===== config.mk =====
export PLATFORM = sky130hd
export DESIGN_NAME = wb_controller_flat
export DESIGN_NICKNAME = d
export VERILOG_FILES = /design/src/rtl/wb_pkg.sv /design/src/rtl/wb_controller_if.sv /design/src/rtl/wb_controller_mem_timeout_ctr.sv /design/src/rtl/wb_controller.sv /design/src/flat_wrapper.sv
export SDC_FILE = /design/constraint.sdc
export NUM_CORES = 1
export LEC_CHECK = 0
export BUFFER_PORTS_ARGS = -buffer_cell sky130_fd_sc_hd__clkbuf_2
export CAP_MARGIN = 30
export CORE_MARGIN = 2
export CORE_UTILIZATION = 45
export DETAILED_ROUTE_END_ITERATION = 6
export PLACE_DENSITY = 0.73
export SLEW_MARGIN = 20
export SYNTH_ARGS = -nofsm -noshare
export SYNTH_HDL_FRONTEND = slang
export SYNTH_SLANG_ARGS = --single-unit
export TNS_END_PERCENT = 10

===== constraint.sdc =====
create_clock -name clk -period 2 [get_ports clk]
set_input_delay 0.2 -clock clk [delete_from_list [all_inputs] [get_ports clk]]
set_output_delay 0.2 -clock clk [all_outputs]
set_load 0.02 [all_outputs]

===== src/rtl/wb_pkg.sv =====
// Shared types and constants for the write-back / memory-stage controller.
package wb_pkg;

  localparam int TIMEOUT_CYC_DEFAULT = 15;

  typedef enum logic [1:0] {
    WB_ALU = 2'd0,
    WB_PC4 = 2'd1,
    WB_MEM = 2'd2,
    WB_CSR = 2'd3
  } wb_sel_e;

  typedef enum logic [1:0] {
    ST_IDLE     = 2'd0,
    ST_MEM_WAIT = 2'd1,
    ST_WB       = 2'd2
  } wb_state_e;

endpackage


===== src/rtl/wb_controller_if.sv =====
// Execute-stage, data-memory and write-back signals seen by the controller.
interface wb_controller_if;

  logic        ex_valid;
  logic        ex_ready;
  logic [4:0]  ex_rd;
  logic        ex_reg_wr;
  logic [1:0]  ex_wb_sel;
  logic        ex_is_load;
  logic        ex_is_store;
  logic [31:0] ex_addr;
  logic [31:0] ex_wdata;

  logic        dmem_req;
  logic        dmem_we;
  logic [31:0] dmem_addr;
  logic [31:0] dmem_wdata;
  logic        dmem_ack;

  logic [1:0]  wb_sel;
  logic        reg_wr;
  logic [4:0]  wb_rd;
  logic        stall;
  logic        mem_err;

  modport slave (
    input  ex_valid, ex_rd, ex_reg_wr, ex_wb_sel, ex_is_load, ex_is_store,
    input  ex_addr, ex_wdata, dmem_ack,
    output ex_ready, dmem_req, dmem_we, dmem_addr, dmem_wdata,
    output wb_sel, reg_wr, wb_rd, stall, mem_err
  );

  modport master (
    output ex_valid, ex_rd, ex_reg_wr, ex_wb_sel, ex_is_load, ex_is_store,
    output ex_addr, ex_wdata, dmem_ack,
    input  ex_ready, dmem_req, dmem_we, dmem_addr, dmem_wdata,
    input  wb_sel, reg_wr, wb_rd, stall, mem_err
  );

endinterface


===== src/rtl/wb_controller_mem_timeout_ctr.sv =====
// Counts memory-wait cycles without acknowledge; expired marks the last allowed cycle.
module mem_timeout_ctr #(
  parameter int TIMEOUT_CYC = 15
) (
  input  logic clk,
  input  logic rst,
  input  logic clr_i,
  input  logic en_i,
  output logic expired_o
);

  localparam int CW = $clog2(TIMEOUT_CYC + 1);

  logic [CW-1:0] count_q;
  logic [CW-1:0] count_d;

  always_comb begin
    count_d = count_q;
    if (clr_i) begin
      count_d = '0;
    end else if (en_i) begin
      count_d = count_q + 1'b1;
    end
  end

  always_ff @(posedge clk) begin
    if (!rst) begin
      count_q <= '0;
    end else begin
      count_q <= count_d;
    end
  end

  assign expired_o = (count_q == CW'(TIMEOUT_CYC - 1));

endmodule


===== src/rtl/wb_controller.sv =====
// Write-back / data-memory controller: sequences ALU, load and store completion
// and stalls the pipeline while a memory access is outstanding.
module wb_controller
  import wb_pkg::*;
#(
  parameter int TIMEOUT_CYC = TIMEOUT_CYC_DEFAULT
) (
  input logic            clk,
  input logic            rst,
  wb_controller_if.slave bus
);

  wb_state_e   state_q;
  logic        dmem_req_q;
  logic        dmem_we_q;
  logic [31:0] dmem_addr_q;
  logic [31:0] dmem_wdata_q;
  wb_sel_e     wb_sel_q;
  logic        reg_wr_q;
  logic [4:0]  wb_rd_q;
  logic        stall_q;
  logic        mem_err_q;
  logic [4:0]  mem_rd_q;
  logic        mem_load_q;

  logic accept;
  logic is_mem;
  logic in_wait;
  logic expired;

  assign accept  = bus.ex_valid && !stall_q;
  assign is_mem  = bus.ex_is_load || bus.ex_is_store;
  assign in_wait = (state_q == ST_MEM_WAIT);

  mem_timeout_ctr #(
    .TIMEOUT_CYC(TIMEOUT_CYC)
  ) u_timeout (
    .clk      (clk),
    .rst      (rst),
    .clr_i    (accept && is_mem),
    .en_i     (in_wait && !bus.dmem_ack),
    .expired_o(expired)
  );

  always_ff @(posedge clk) begin
    if (!rst) begin
      state_q      <= ST_IDLE;
      dmem_req_q   <= 1'b0;
      dmem_we_q    <= 1'b0;
      dmem_addr_q  <= '0;
      dmem_wdata_q <= '0;
      wb_sel_q     <= WB_ALU;
      reg_wr_q     <= 1'b0;
      wb_rd_q      <= '0;
      stall_q      <= 1'b0;
      mem_err_q    <= 1'b0;
      mem_rd_q     <= '0;
      mem_load_q   <= 1'b0;
    end else begin
      mem_err_q <= 1'b0;
      case (state_q)
        ST_IDLE, ST_WB: begin
          state_q  <= ST_IDLE;
          reg_wr_q <= 1'b0;
          stall_q  <= 1'b0;
          if (accept) begin
            if (is_mem) begin
              // A load flag takes precedence if both memory flags are set.
              state_q      <= ST_MEM_WAIT;
              stall_q      <= 1'b1;
              dmem_req_q   <= 1'b1;
              dmem_we_q    <= !bus.ex_is_load;
              dmem_addr_q  <= bus.ex_addr;
              dmem_wdata_q <= bus.ex_wdata;
              mem_rd_q     <= bus.ex_rd;
              mem_load_q   <= bus.ex_is_load;
            end else begin
              state_q  <= ST_WB;
              wb_sel_q <= wb_sel_e'(bus.ex_wb_sel);
              wb_rd_q  <= bus.ex_rd;
              reg_wr_q <= bus.ex_reg_wr && (bus.ex_rd != 5'd0);
            end
          end
        end
        ST_MEM_WAIT: begin
          // Acknowledge is checked first so it beats a same-cycle expiry.
          if (bus.dmem_ack) begin
            state_q    <= ST_WB;
            stall_q    <= 1'b0;
            dmem_req_q <= 1'b0;
            dmem_we_q  <= 1'b0;
            if (mem_load_q) begin
              wb_sel_q <= WB_MEM;
              wb_rd_q  <= mem_rd_q;
              reg_wr_q <= (mem_rd_q != 5'd0);
            end else begin
              reg_wr_q <= 1'b0;
            end
          end else if (expired) begin
            state_q    <= ST_IDLE;
            stall_q    <= 1'b0;
            dmem_req_q <= 1'b0;
            dmem_we_q  <= 1'b0;
            mem_err_q  <= 1'b1;
          end
        end
        default: begin
          state_q  <= ST_IDLE;
          stall_q  <= 1'b0;
          reg_wr_q <= 1'b0;
        end
      endcase
    end
  end

  // The request is withdrawn in the acknowledge cycle itself.
  assign bus.dmem_req   = dmem_req_q && !bus.dmem_ack;
  assign bus.dmem_we    = dmem_we_q;
  assign bus.dmem_addr  = dmem_addr_q;
  assign bus.dmem_wdata = dmem_wdata_q;
  assign bus.wb_sel     = wb_sel_q;
  assign bus.reg_wr     = reg_wr_q;
  assign bus.wb_rd      = wb_rd_q;
  assign bus.stall      = stall_q;
  assign bus.ex_ready   = !stall_q;
  assign bus.mem_err    = mem_err_q;

endmodule


===== src/flat_wrapper.sv =====
// flat-port wrapper written by rule: the top's interface ports become plain ports
module wb_controller_flat import wb_pkg::*;
#(
  parameter int TIMEOUT_CYC = TIMEOUT_CYC_DEFAULT
)
  (clk, rst, bus_ex_valid, bus_ex_rd, bus_ex_reg_wr, bus_ex_wb_sel, bus_ex_is_load, bus_ex_is_store, bus_ex_addr, bus_ex_wdata, bus_dmem_ack, bus_ex_ready, bus_dmem_req, bus_dmem_we, bus_dmem_addr, bus_dmem_wdata, bus_wb_sel, bus_reg_wr, bus_wb_rd, bus_stall, bus_mem_err);
  wb_controller_if bus_i ();
  input logic clk;
  input logic rst;
  input wire logic [$bits(bus_i.ex_valid)-1:0] bus_ex_valid;
  input wire logic [$bits(bus_i.ex_rd)-1:0] bus_ex_rd;
  input wire logic [$bits(bus_i.ex_reg_wr)-1:0] bus_ex_reg_wr;
  input wire logic [$bits(bus_i.ex_wb_sel)-1:0] bus_ex_wb_sel;
  input wire logic [$bits(bus_i.ex_is_load)-1:0] bus_ex_is_load;
  input wire logic [$bits(bus_i.ex_is_store)-1:0] bus_ex_is_store;
  input wire logic [$bits(bus_i.ex_addr)-1:0] bus_ex_addr;
  input wire logic [$bits(bus_i.ex_wdata)-1:0] bus_ex_wdata;
  input wire logic [$bits(bus_i.dmem_ack)-1:0] bus_dmem_ack;
  output wire logic [$bits(bus_i.ex_ready)-1:0] bus_ex_ready;
  output wire logic [$bits(bus_i.dmem_req)-1:0] bus_dmem_req;
  output wire logic [$bits(bus_i.dmem_we)-1:0] bus_dmem_we;
  output wire logic [$bits(bus_i.dmem_addr)-1:0] bus_dmem_addr;
  output wire logic [$bits(bus_i.dmem_wdata)-1:0] bus_dmem_wdata;
  output wire logic [$bits(bus_i.wb_sel)-1:0] bus_wb_sel;
  output wire logic [$bits(bus_i.reg_wr)-1:0] bus_reg_wr;
  output wire logic [$bits(bus_i.wb_rd)-1:0] bus_wb_rd;
  output wire logic [$bits(bus_i.stall)-1:0] bus_stall;
  output wire logic [$bits(bus_i.mem_err)-1:0] bus_mem_err;
  assign bus_i.ex_valid = bus_ex_valid;
  assign bus_i.ex_rd = bus_ex_rd;
  assign bus_i.ex_reg_wr = bus_ex_reg_wr;
  assign bus_i.ex_wb_sel = bus_ex_wb_sel;
  assign bus_i.ex_is_load = bus_ex_is_load;
  assign bus_i.ex_is_store = bus_ex_is_store;
  assign bus_i.ex_addr = bus_ex_addr;
  assign bus_i.ex_wdata = bus_ex_wdata;
  assign bus_i.dmem_ack = bus_dmem_ack;
  assign bus_ex_ready = bus_i.ex_ready;
  assign bus_dmem_req = bus_i.dmem_req;
  assign bus_dmem_we = bus_i.dmem_we;
  assign bus_dmem_addr = bus_i.dmem_addr;
  assign bus_dmem_wdata = bus_i.dmem_wdata;
  assign bus_wb_sel = bus_i.wb_sel;
  assign bus_reg_wr = bus_i.reg_wr;
  assign bus_wb_rd = bus_i.wb_rd;
  assign bus_stall = bus_i.stall;
  assign bus_mem_err = bus_i.mem_err;
  wb_controller #(.TIMEOUT_CYC(TIMEOUT_CYC)) u_core (.clk(clk), .rst(rst), .bus(bus_i));
endmodule

* Word-level counts from Yosys, hierarchy flattened *
Index checks and enable logic that the tools add are counted.

word-level totals
  memories kept = 0
  bits in registers = 88
  output and inout port bits = 77
  input port bits = 78
  latch bits = 0
  memory bits (writable) = 0
  memory bits (read-only) = 0

cells by class
  multiplexer cells = 32
  multipliers = 0
  shifts and indexed selects = 0
  reductions and logical operators = 19
  add/subtract/negate cells = 1
  equal/unequal tests = 9
  order comparisons = 0
  bitwise gates (word level) = 2
  div/mod/pow operators = 0

operators by type and width
  operator                                                               count
  5-bit two-way mux                                                      4
  2-bit two-way mux                                                      8
  1-bit two-way mux                                                      13
  5-bit case mux with 2 select lines                                     1
  5-bit nonzero test                                                     2
  1-bit case mux with 2 select lines                                     4
  2-bit case mux with 2 select lines                                     2
  2-bit by 1-bit != test with 1-bit output, second input constant        3
  1-bit logical AND                                                      5
  5-bit AND reduction                                                    1
  4-bit by 1-bit adder with 4-bit output, second input constant          1
  4-bit equality test, second input constant                             1
  2-bit != test, second input constant                                   2
  4-bit AND reduction                                                    1
  2-bit OR reduction                                                     2
  1-bit logical NOT                                                      3
  3-bit != test, second input constant                                   1
  3-bit AND reduction                                                    1
  3-bit OR reduction                                                     1
  2-bit by 1-bit equality test with 1-bit output, second input constant  1
  2-bit equality test, second input constant                             1
  2-bit logical NOT                                                      1
  1-bit inverter                                                         2
  2-bit nonzero test                                                     1
  1-bit logical OR                                                       1

* Depth between registers and ports, before layout *
Gate-level depths: netlist (run 1).

  word-level depth = 5
  mapped depth = 6
  mapped depth without buffers = 5

* Modules after synthesis *
A second synthesis (run 1) with hierarchy kept.

second synthesis, totals
  cell total of the unflattened synthesis = 403
  area total of the unflattened synthesis = 3362.0 um^2

modules (own cells, without submodules)
  module           cells an instance  times used  area each (um^2)
  wb_controller    383                1           3161.8
  mem_timeout_ctr  20                 1           200.2

* Least setup slack after synthesis (run 1) *
No wires, ideal clock.

  path kind = register to register
  start = reg u_core.stall_q, in the netlist u_core.bus.stall
  end = reg u_core.dmem_we_q, in the netlist u_core.bus.dmem_we
  data arrival time = 1364 ps
  stages on the path, launching flop included = 5
  path slack = 562 ps
  data required time = 1926 ps
  clock period less this slack = 1438 ps
  setup time = 74 ps
  cell sequence = dfxtp_1 or3b_1 buf_2 or3_1 a31oi_1

between the ends
  cells in the longest elaborated chain, start to end = 4

ends and longest elaborated chain
  item                                                RTL line             RTL
  start: declaration                                  wb_controller.sv:21  logic stall_q;
  start signal: assignment                            wb_controller.sv:55  stall_q <= 1'b0;
  start signal: assignment                            wb_controller.sv:65  stall_q <= 1'b0;
  start signal: assignment                            wb_controller.sv:70  stall_q <= 1'b1;
  1-bit logical NOT                                   wb_controller.sv:31  assign accept = bus.ex_valid && !stall_q;
  1-bit logical AND                                   wb_controller.sv:31
  2-bit by 1-bit != test with 1-bit output (no line)  n/a
  4-bit AND reduction (no line)                       n/a
  end signal: assignment                              wb_controller.sv:72  dmem_we_q <= !bus.ex_is_load;
  end: declaration                                    wb_controller.sv:15  logic dmem_we_q;

No other way between the ends.
A chain may end at the register's enable or synchronous reset.

* Worst setup path after layout (run 1) *
  start = reg u_core.stall_q, in the netlist u_core.bus.stall
  end = reg u_core.dmem_addr_q[28], in the netlist u_core.bus.dmem_addr[28]

between the ends
  cells in the longest elaborated chain, start to end = 3

ends and longest elaborated chain
  item                           RTL line             RTL
  1-bit logical NOT              wb_controller.sv:31
  1-bit logical AND              wb_controller.sv:31
  3-bit AND reduction (no line)  n/a
  end signal: assignment         wb_controller.sv:73  dmem_addr_q <= bus.ex_addr;
  end: declaration               wb_controller.sv:16  logic [31:0] dmem_addr_q;

No other way between the ends.

==> results of run 1 <==
layout by cell type, fill, tap and decap left out, types with 2 or more instances in the layout:
master and count:
nor4bb_1 2, buf_4 9, inv_1 4, nand2b_1 2, buf_12 2, clkbuf_8 12
ha_1 2, dfxtp_1 88, nand2_1 16, a21o_1 2, a21oi_1 73, a211oi_1 7
clkinvlp_4 3, a311oi_1 5, o21ai_0 71, nand3_1 75, clkbuf_2 154, a221oi_1 2
o211ai_1 2, xnor2_1 2, nor2_1 5
logic make-up after synthesis:
family          count (synthesis)  synth area share (%)
compound gates                164                  25.1
simple gates                  114                  17.1
flops                          88                  50.3
buf+inv                        49                  5.72
xor+xnor                        2                 0.501
mux                             2                 0.608
fa+ha+maj                       2                 0.715
metrics by stage:
stage	power, mW	utilization [%]	hold WS (ns)	setup slack (ns)	instance area (µm²)
after CTS	3.78	59.2	0.0593	0.262	4530
after global routing	3.93	59.2	0.0636	0.114	4530
after global placement	2.60	56.7	0.434	0.372	4340
final	3.75	59.2	0.0692	0.292	4530
after floorplan	2.36	-	0.336	0.562	3500
after detailed placement	2.62	56.7	0.442	0.293	4340
registers in the layout, indices dropped and copies added (netlist names):
register / count
u_core.bus.mem_err: 1
u_core.bus.dmem_we: 1
u_core.state_q: 2
u_core.bus.stall: 1
u_core.mem_load_q: 1
u_core.mem_rd_q: 5
u_core.bus.wb_sel: 2
u_core.bus.wb_rd: 5
u_core.bus.dmem_wdata: 32
u_core.dmem_req_q: 1
u_core.bus.dmem_addr: 32
u_core.u_timeout.count_q: 4
u_core.bus.reg_wr: 1
worst min-delay path, cell delays in order:
cell	delay, ns
clkbuf_2	0.08
nand3_1	0.05
a21oi_1	0.05
per-layer routing:
layer  part of all wire [%]  wire [µm]  vias to the layer above
li1                       -          -                     1781
met1                     42       4080                     1692
met2                     48       4630                      144
met3                    7.8        746                       16
met4                    1.6        154                        0
met5                      0          0                        -
final cells by class:
type / instances / share of cell area [%]
well taps: 102 / 2.82
inverters: 5 / 0.414
flip-flops and latches: 88 / 38.9
clock buffers: 12 / 3.65
multi-input cells: 284 / 34.2
clock inverters: 4 / 0.608
repair buffers: 165 / 19.4
path summary, 6_finish.rpt:
kind	start	to	slack (ns)	cells past startpoint
min reg2reg	u_core.bus.wb_sel[0]	u_core.bus.wb_sel[0]	0.47	2
min	bus_ex_addr[9]	u_core.bus.dmem_addr[9]	0.07	3
max	u_core.bus.stall	u_core.bus.dmem_addr[28]	0.29	4
max reg2reg	u_core.bus.stall	u_core.bus.dmem_addr[28]	0.29	4
power by group through the flow:
| stage | combinational (mW) | sequential [mW] | clock (mW) |
|---|---|---|---|
| floorplan | 0.300 | 2.06 | 0 |
| global placement | 0.655 | 1.95 | 0 |
| detailed placement | 0.667 | 1.95 | 0 |
| CTS | 0.669 | 1.91 | 1.20 |
| global route | 0.734 | 1.93 | 1.27 |
| finish | 0.667 | 1.91 | 1.17 |
==> results.json, run 1 <==
{
  "worstMarginPinSlew_ns": 0.645,
  "end_kind": "flop",
  "cts.sinks": 88,
  "dpl.hpwl_mm": 6.55,
  "startpoint_type": "flop",
  "maxCapViolations": 0,
  "outcome": "completed",
  "cts_buffers": 9,
  "slowest_delay_ns": 0.60,
  "synth_area_leaders": "dfxtp_1, nand3_1, a21oi_1, o21ai_0, clkbuf_1",
  "synth_most_common_cell": "dfxtp_1",
  "ctsResizeCount": 0,
  "cts_setup_buffers": 0,
  "top_usage_layer": "met2",
  "rsz0062_at_grt": "false",
  "clock_path_buffers": 2,
  "synth-edff-count": 0,
  "die_h_um": 92.2,
  "synth_cell_type_count": 37,
  "drc": 0,
  "die_x_um": 92.2,
  "drtIter0Drc": 261,
  "async_reset_ff_share_pct": 0,
  "placedCellCount": 644,
  "cts_hold_buffers": 0,
  "hp-class": "input pin to flop",
  "power-per-cell-area_nw_per_um2": 827,
  "grt_pass1_vias": 3397,
  "coreArea_um2": 7650,
  "p_clk_share_pct": 31.1,
  "synth.net_count": 501,
  "finalClockSkew_ns": 0.0101,
  "start_util_pct": 45.8,
  "worst_path_max_delay_cell": "nor3b_4",
  "wl_per_cell_um": 14.6,
  "hold_viol_final": 0,
  "clk_pin_slew_ns": 0.09,
  "yosys_warnings": 0,
  "seq_area_um2": 1760,
  "routed_wl_mm": 9.60,
  "worstSkewPairLatency_ns": 0.35,
  "ant_nets": 0,
  "yosysSeqAreaShare_pct": 50.3,
  "arrival_ns": 1.98,
  "finalCritPeriodShare_pct": 85.4,
  "drt_pass1_iterations": 5,
  "avgSynthCellArea_um2": 8.31,
  "required_ns": 2.28,
  "place.gp.congestion": 0.841,
  "fillCellCount": 713,
  "crit_buf_inv": 1,
  "cellLeakagePower_nw": 1.91,
  "p_switching_mw": 1.10,
  "rows": 32,
  "diodes": 0,
  "seqPwrFrac_pct": 51.1,
  "yosysTopAreaCell": "dfxtp_1",
  "track_usage_pct": 22.4,
  "pin_count": 155,
  "ys_ff_latch": 88,
  "numPortBuffers": 154,
  "pwr-share-comb_pct": 17.8,
  "fin_tns_setup_ns": 0,
  "vdd_drop_max_v": 0.000504,
  "critPathTopFamily": "simple AND/OR/NAND/NOR gates",
  "avgViaCountPerCell": 5.50,
  "htreeDepth": 3,
  "internal_power_mw": 2.65,
  "met2_usage_pct": 37.1,
  "use_met1_pct": 28.9,
  "synth_cells": 421,
  "fin_nets": 633,
  "min_period_ns": 1.71,
  "grt_first_pass_wirelength_mm": 15.7,
  "setup_viol": 0,
  "path_max_fanout": 24,
  "yosys.area.top_type_share_pct": 50.3,
  "grt_max_degree": 82,
  "fmax_mhz": 586,
  "grtUsageMet3_pct": 4.52,
  "synth-main-ff-cell": "dfxtp_1",
  "synth.cell_area_um2": 3500,
  "p_sw_share_pct": 29.2,
  "cts_root_buffer": "clkbuf_8",
  "layoutNonFillerInstCount": 660,
  "critical_path_class": "flop to flop",
  "drive_gt1_share_pct": 33.9,
  "grt_overflow": 0,
  "multi_input_area_um2": 1550,
  "synth_common_cells": "dfxtp_1, nand3_1, a21oi_1, o21ai_0, clkbuf_1",
  "syn_to_final_growth_pct": 29.5,
  "cp_cell_sequence": "nor3b_4, buf_4, nand3_1, a21oi_1",
  "relSlewSlack_pct": 57.0,
  "antenna_found_initial": 0,
  "cts_tree": "yes",
  "slew_violations": 0,
  "die_area_um2": 8500,
  "vias": 3633
}
Power figures use the tool's default switching activity.
==> inputs of run 2 (changes only) <==
- ABC_AREA: default -> 1
- CORE_UTILIZATION: 45 -> 30
- PLACE_DENSITY: 0.73 -> 0.52
- REMOVE_ABC_BUFFERS: default -> 1
==> run 2 against run 1 <==
Effect of this change: maximum frequency grew 21%; area after synthesis decreased by 4.9%; critical path depth is 2 higher; worst setup slack improved by 0.30 ns; sequential share of layout area rose by 1.6 points; wire length down 10%; combinational power increased by 18%; clock skew about the same; largest cell class unchanged; critical path type unchanged; die area increased by 41%; clock-buffer cell count down 1.
==> results.json, run 2 <==
{
  "power-per-cell-area_nw_per_um2": 896,
  "numPortBuffers": 154,
  "cts_root_buffer": "clkbuf_8",
  "r2r_cells": 6,
  "avgViaCountPerCell": 4.42,
  "worstSkewPairLatency_ns": 0.34,
  "cts_tree": "yes",
  "syn_to_final_growth_pct": 30.8,
  "track_usage_pct": 14.8,
  "routed_wl_mm": 8.63,
  "startpoint": "u_core.bus.stall",
  "ys_ff_latch": 88,
  "die_area_um2": 12000,
  "min_period_ns": 1.41,
  "ctsResizeCount": 0,
  "drc": 0,
  "coreArea_um2": 10800,
  "yosysTopAreaCell": "dfxtp_1",
  "start_util_pct": 30.7,
  "grt_pass1_vias": 2972,
  "final_cell_mix": "clkbuf_2, nor2_1, dfxtp_1",
  "synth_most_common_cell": "nor2_1",
  "finalClockSkew_ns": 0.00989,
  "synth_cells": 422,
  "critical_path_class": "flop to flop",
  "antenna_found_initial": 0,
  "arrival_ns": 1.69,
  "htreeDepth": 3,
  "slew_violations": 0,
  "grt_overflow": 0,
  "hp-class": "input pin to flop",
  "drt_pass1_iterations": 4,
  "worstReg2RegStart": "u_core.bus.stall",
  "outcome": "completed",
  "place.gp.congestion": 0.819,
  "synth.cell_area_um2": 3330,
  "relSlewSlack_pct": 61.4,
  "die_x_um": 109,
  "yosysSeqAreaShare_pct": 52.9,
  "synth_cell_type_count": 27,
  "highest_layer": "met4",
  "diodes": 0,
  "rows": 38,
  "pin_count": 155,
  "setup_viol": 0,
  "multi_input_area_um2": 1340,
  "avgSynthCellArea_um2": 7.89,
  "maxCapViolations": 0,
  "r2r-end": "u_core.bus.dmem_addr[9]",
  "hold_viol_final": 0,
  "vias": 3149,
  "vdd_drop_max_v": 0.000360,
  "synth_common_cells": "nor2_1, dfxtp_1, o21ai_0, o21ai_1, nand2_1",
  "worstMarginPinSlew_ns": 0.578,
  "synth_area_leaders": "dfxtp_1, nor2_1, o21ai_0, o21ai_1, nand2_1",
  "holdWs_ns": 0.0918,
  "wl_met3_um": 618,
  "yosys_warnings": 0,
  "end_kind": "flop",
  "die_h_um": 109,
  "fin_tns_setup_ns": 0,
  "synth-main-ff-cell": "dfxtp_1",
  "required_ns": 2.29,
  "path_max_fanout": 29,
  "cts_setup_buffers": 0,
  "rsz0062_at_grt": "false",
  "cts_hold_buffers": 0,
  "wl_per_cell_um": 12.1,
  "crit_path_end": "u_core.bus.dmem_addr[9]",
  "fmax_mhz": 710,
  "synth-edff-count": 0,
  "dpl.hpwl_mm": 6.40,
  "layout_commonest_cell": "clkbuf_2",
  "met1_length_mm": 3.85,
  "grt_first_pass_wirelength_mm": 13.9,
  "fillCellCount": 1161,
  "startpoint_type": "flop",
  "clk_pin_slew_ns": 0.09,
  "cts_buffers": 9,
  "drive_gt1_share_pct": 32.9,
  "reg2reg_setup_slack_ns": 0.59,
  "cts.sinks": 88,
  "clock_path_buffers": 2,
  "cellLeakagePower_nw": 2.04,
  "p_total_mw": 3.90,
  "finalCritPeriodShare_pct": 70.4,
  "ant_nets": 0,
  "seq_area_um2": 1760,
  "dr_wl_met2_mm": 4.06,
  "fin_nets": 648,
  "drtIter0Drc": 89,
  "grt_max_degree": 44,
  "yosys.area.top_type_share_pct": 52.9,
  "async_reset_ff_share_pct": 0
}
[run 2: how the worst min path moves through the flow]
stage,slack [ns],to,start,depth (start not counted)
floorplan,0.32,u_core.bus.wb_rd[4],rst,2
CTS,0.07,u_core.bus.dmem_wdata[17],bus_ex_wdata[17],3
detailed placement,0.44,u_core.bus.dmem_wdata[17],bus_ex_wdata[17],3
global route,0.07,u_core.bus.dmem_addr[5],bus_ex_addr[5],3
global placement,0.44,u_core.bus.dmem_wdata[28],bus_ex_wdata[28],3
finish,0.09,u_core.bus.dmem_addr[14],bus_ex_addr[14],3
[run 2: routing by layer]
layer / track usage (%) / vias up
li1: - / 1647
met1: 17.3 / 1398
met2: 25.1 / 94
met3: 4.51 / 10
met4: 6.06 / 0
met5: 0 / -
[run 2: cells by family after synthesis]
family | Yosys count | synth area share, %
flip-flops | 88 | 52.9
adder cells (fa/ha/maj) | 2 | 0.752
buffers and inverters | 41 | 6.73
AO/OA/AOI/OAI | 97 | 14.8
AND/OR/NAND/NOR | 194 | 24.7
[run 2: report_power, final]
part / leakage [nW] / switching, mW / internal (mW) / total (mW)
sequential: 0.725 / 0.0780 / 1.90 / 1.98
clock: 0.0797 / 0.617 / 0.513 / 1.13
combinational: 1.24 / 0.509 / 0.281 / 0.790
total: 2.04 / 1.20 / 2.70 / 3.90
[run 2: area by class of cell]
type	count	share of cell area [%]
Clock inverter	4	0.690
Tap cell	140	4.03
Timing Repair Buffer	160	19.0
Inverter	16	1.44
Multi-Input combinational cell	293	30.9
Sequential cell	88	40.5
Clock buffer	11	3.48
[run 2: worst max-delay path: stages, from the launching register on]
cell     delay, ns
dfxtp_1       0.37
nor2_4        0.17
nand3_4       0.10
inv_4         0.27
buf_4         0.27
nor2_1        0.06
nor2_1        0.10
[run 2: stage by stage]
step                      util [%]  cells  cell area (µm²)  setup slack, ns
after floorplan                  -    397             3170            0.140
after global placement        38.5    697             4170            0.628
after detailed placement      38.5    697             4170            0.565
after CTS                     40.1    712             4350            0.565
after global routing          40.1    712             4350            0.446
final                         40.1    712             4350            0.591
==> inputs of run 3 (changes only) <==
- ABC_AREA: 1 -> 0
- PLACE_DENSITY: 0.52 -> 0.53
- clock period: 2 -> 1.2 ns (I/O delays scaled with it)
==> run 3 against run 2 <==
Effect of this change: the flow now finishes with violations (negative setup slack); maximum frequency grew 3.7%; clock-buffer cell count rose by 2; combinational power is 67% higher; sequential share of layout area is 5.6 points lower; first-iteration DRC count rose by 92%; sequential cell count unchanged; non-clock buffer count grew 34; wire length is 26% higher; critical path type unchanged; critical endpoint is now u_core.bus.dmem_addr[14].
==> results.json, run 3 (same netlist as run 1, synthesis figures left out) <==
{
  "outcome": "complete, but fails checks",
  "violations": "negative setup slack",
  "antenna_found_initial": 0,
  "maxCapViolations": 0,
  "critPathTopFamily": "simple AND/OR/NAND/NOR gates",
  "final_cell_mix": "clkbuf_2, dfxtp_1, nand3_1",
  "startpoint_type": "flop",
  "slew_violations": 0,
  "post-route-util_pct": 44.3,
  "grt_first_pass_wirelength_mm": 17.4,
  "grt_max_degree": 55,
  "power-per-cell-area_nw_per_um2": 1390,
  "finalCritPeriodShare_pct": 113,
  "arrival_ns": 1.58,
  "required_ns": 1.42,
  "cp_cell_sequence": "or3b_4, buf_12, o21ai_0, a21oi_2",
  "diodes": 0,
  "avgViaCountPerCell": 5.09,
  "cts_tree": "yes",
  "vias": 3706,
  "relSlewSlack_pct": 75.7,
  "layout_commonest_cell": "clkbuf_2",
  "p_sw_share_pct": 27.8,
  "finalClockSkew_ns": 0.00343,
  "hp-class": "input pin to flop",
  "drtIter0Drc": 171,
  "pwr-share-comb_pct": 18.8,
  "setup_viol": 83,
  "path_max_fanout": 36,
  "met2_usage_pct": 29.7,
  "fin_nets": 662,
  "wl_per_cell_um": 15.0,
  "p_clk_share_pct": 35.8,
  "min_period_ns": 1.36,
  "top_usage_layer": "met2",
  "use_met1_pct": 20.3,
  "numPortBuffers": 154,
  "cts_root_buffer": "clkbuf_16",
  "worst_path_max_delay_cell": "or3b_4",
  "rsz0062_at_grt": "true",
  "pin_count": 155,
  "critical_path_class": "flop to flop",
  "routed_wl_mm": 10.9,
  "slowest_delay_ns": 0.43,
  "start_util_pct": 30.6,
  "crit_buf_inv": 1,
  "clock_path_buffers": 2,
  "htreeDepth": 3,
  "die_h_um": 112,
  "track_usage_pct": 17.0,
  "fillCellCount": 1178,
  "fin_tns_setup_ns": -7.98,
  "die_area_um2": 12500,
  "die_x_um": 112,
  "drt_pass1_iterations": 4,
  "hold_viol_final": 0,
  "grt_overflow": 0,
  "seqPwrFrac_pct": 45.4,
  "worstSkewPairLatency_ns": 0.33,
  "drc": 0,
  "fmax_mhz": 736,
  "cellLeakagePower_nw": 2.13,
  "p_switching_mw": 1.95,
  "cts_buffers": 9,
  "ant_nets": 0,
  "clk_pin_slew_ns": 0.06,
  "rows": 39,
  "end_kind": "flop",
  "grtUsageMet3_pct": 3.97,
  "coreArea_um2": 11400,
  "syn_to_final_growth_pct": 44.7,
  "vdd_drop_max_v": 0.000533,
  "internal_power_mw": 5.08,
  "grt_pass1_vias": 3594,
  "dpl.hpwl_mm": 7.55,
  "setup_ws_ns": -0.158,
  "cts.sinks": 88,
  "place.gp.congestion": 0.742,
  "worstMarginPinSlew_ns": 0.361,
  "drive_gt1_share_pct": 40.5
}
-- run 3: final timing paths --
check | from | cells past startpoint | endpoint | slack [ns]
min | bus_ex_addr[21] | 3 | u_core.bus.dmem_addr[21] | 0.02
max | u_core.bus.stall | 4 | u_core.bus.dmem_addr[14] | -0.16
max reg2reg | u_core.bus.stall | 4 | u_core.bus.dmem_addr[14] | -0.16
min reg2reg | u_core.bus.wb_sel[0] | 2 | u_core.bus.wb_sel[0] | 0.46
-- run 3: per-stage QoR --
step | hold slack, ns | power, mW | instances | worst slack [ns] | instance area [µm²]
4_1_cts | 0.00689 | 7.09 | 727 | -0.153 | 5000
3_3_place_gp | 0.354 | 4.48 | 713 | -0.267 | 4660
5_1_grt | 0.0149 | 7.39 | 728 | -0.239 | 5060
6_report | 0.0180 | 7.03 | 728 | -0.158 | 5060
3_5_place_dp | 0.365 | 4.51 | 713 | -0.299 | 4660
2_1_floorplan | 0.256 | 3.87 | 377 | -2.21 | 3320
-- run 3: timing repair --
item / in CTS / in global routing
cloned: 0 / 0
buffers inserted: 0 / 1
gates resized for setup: 29 / 39
pin swaps: 5 / 4
hold buffers: 0 / 0
setup endpoints to repair: 85 / 86
-- run 3: area by class of cell --
class	instances	area [µm²]	share of cell area, %
clock buffers	13	250	4.94
clock inverters	1	5.00	0.0988
inverters	5	18.8	0.371
multi-input cells	284	1650	32.6
flip-flops and latches	88	1760	34.8
well taps	143	179	3.53
repair buffers	194	1190	23.6
-- run 3: worst register-to-register path: stages (launching register included) --
cell and delay [ns]:
dfxtp_2 0.32, or3b_4 0.43, buf_12 0.19, o21ai_0 0.23, a21oi_2 0.08
-- run 3: layer usage --
metal / vias to the layer above / wire length, µm
met2: 91 / 5520
met4: 0 / 159
li1: 1840 / -
met3: 11 / 617
met1: 1764 / 4610
met5: - / 0
-- run 3: power by group through the flow --
stage | logic [mW] | registers, mW | clock network [mW]
2_1_floorplan | 0.437 | 3.43 | 0
3_3_place_gp | 1.24 | 3.24 | 0
3_5_place_dp | 1.26 | 3.25 | 0
4_1_cts | 1.30 | 3.19 | 2.60
5_1_grt | 1.45 | 3.21 | 2.73
6_report | 1.32 | 3.19 | 2.51
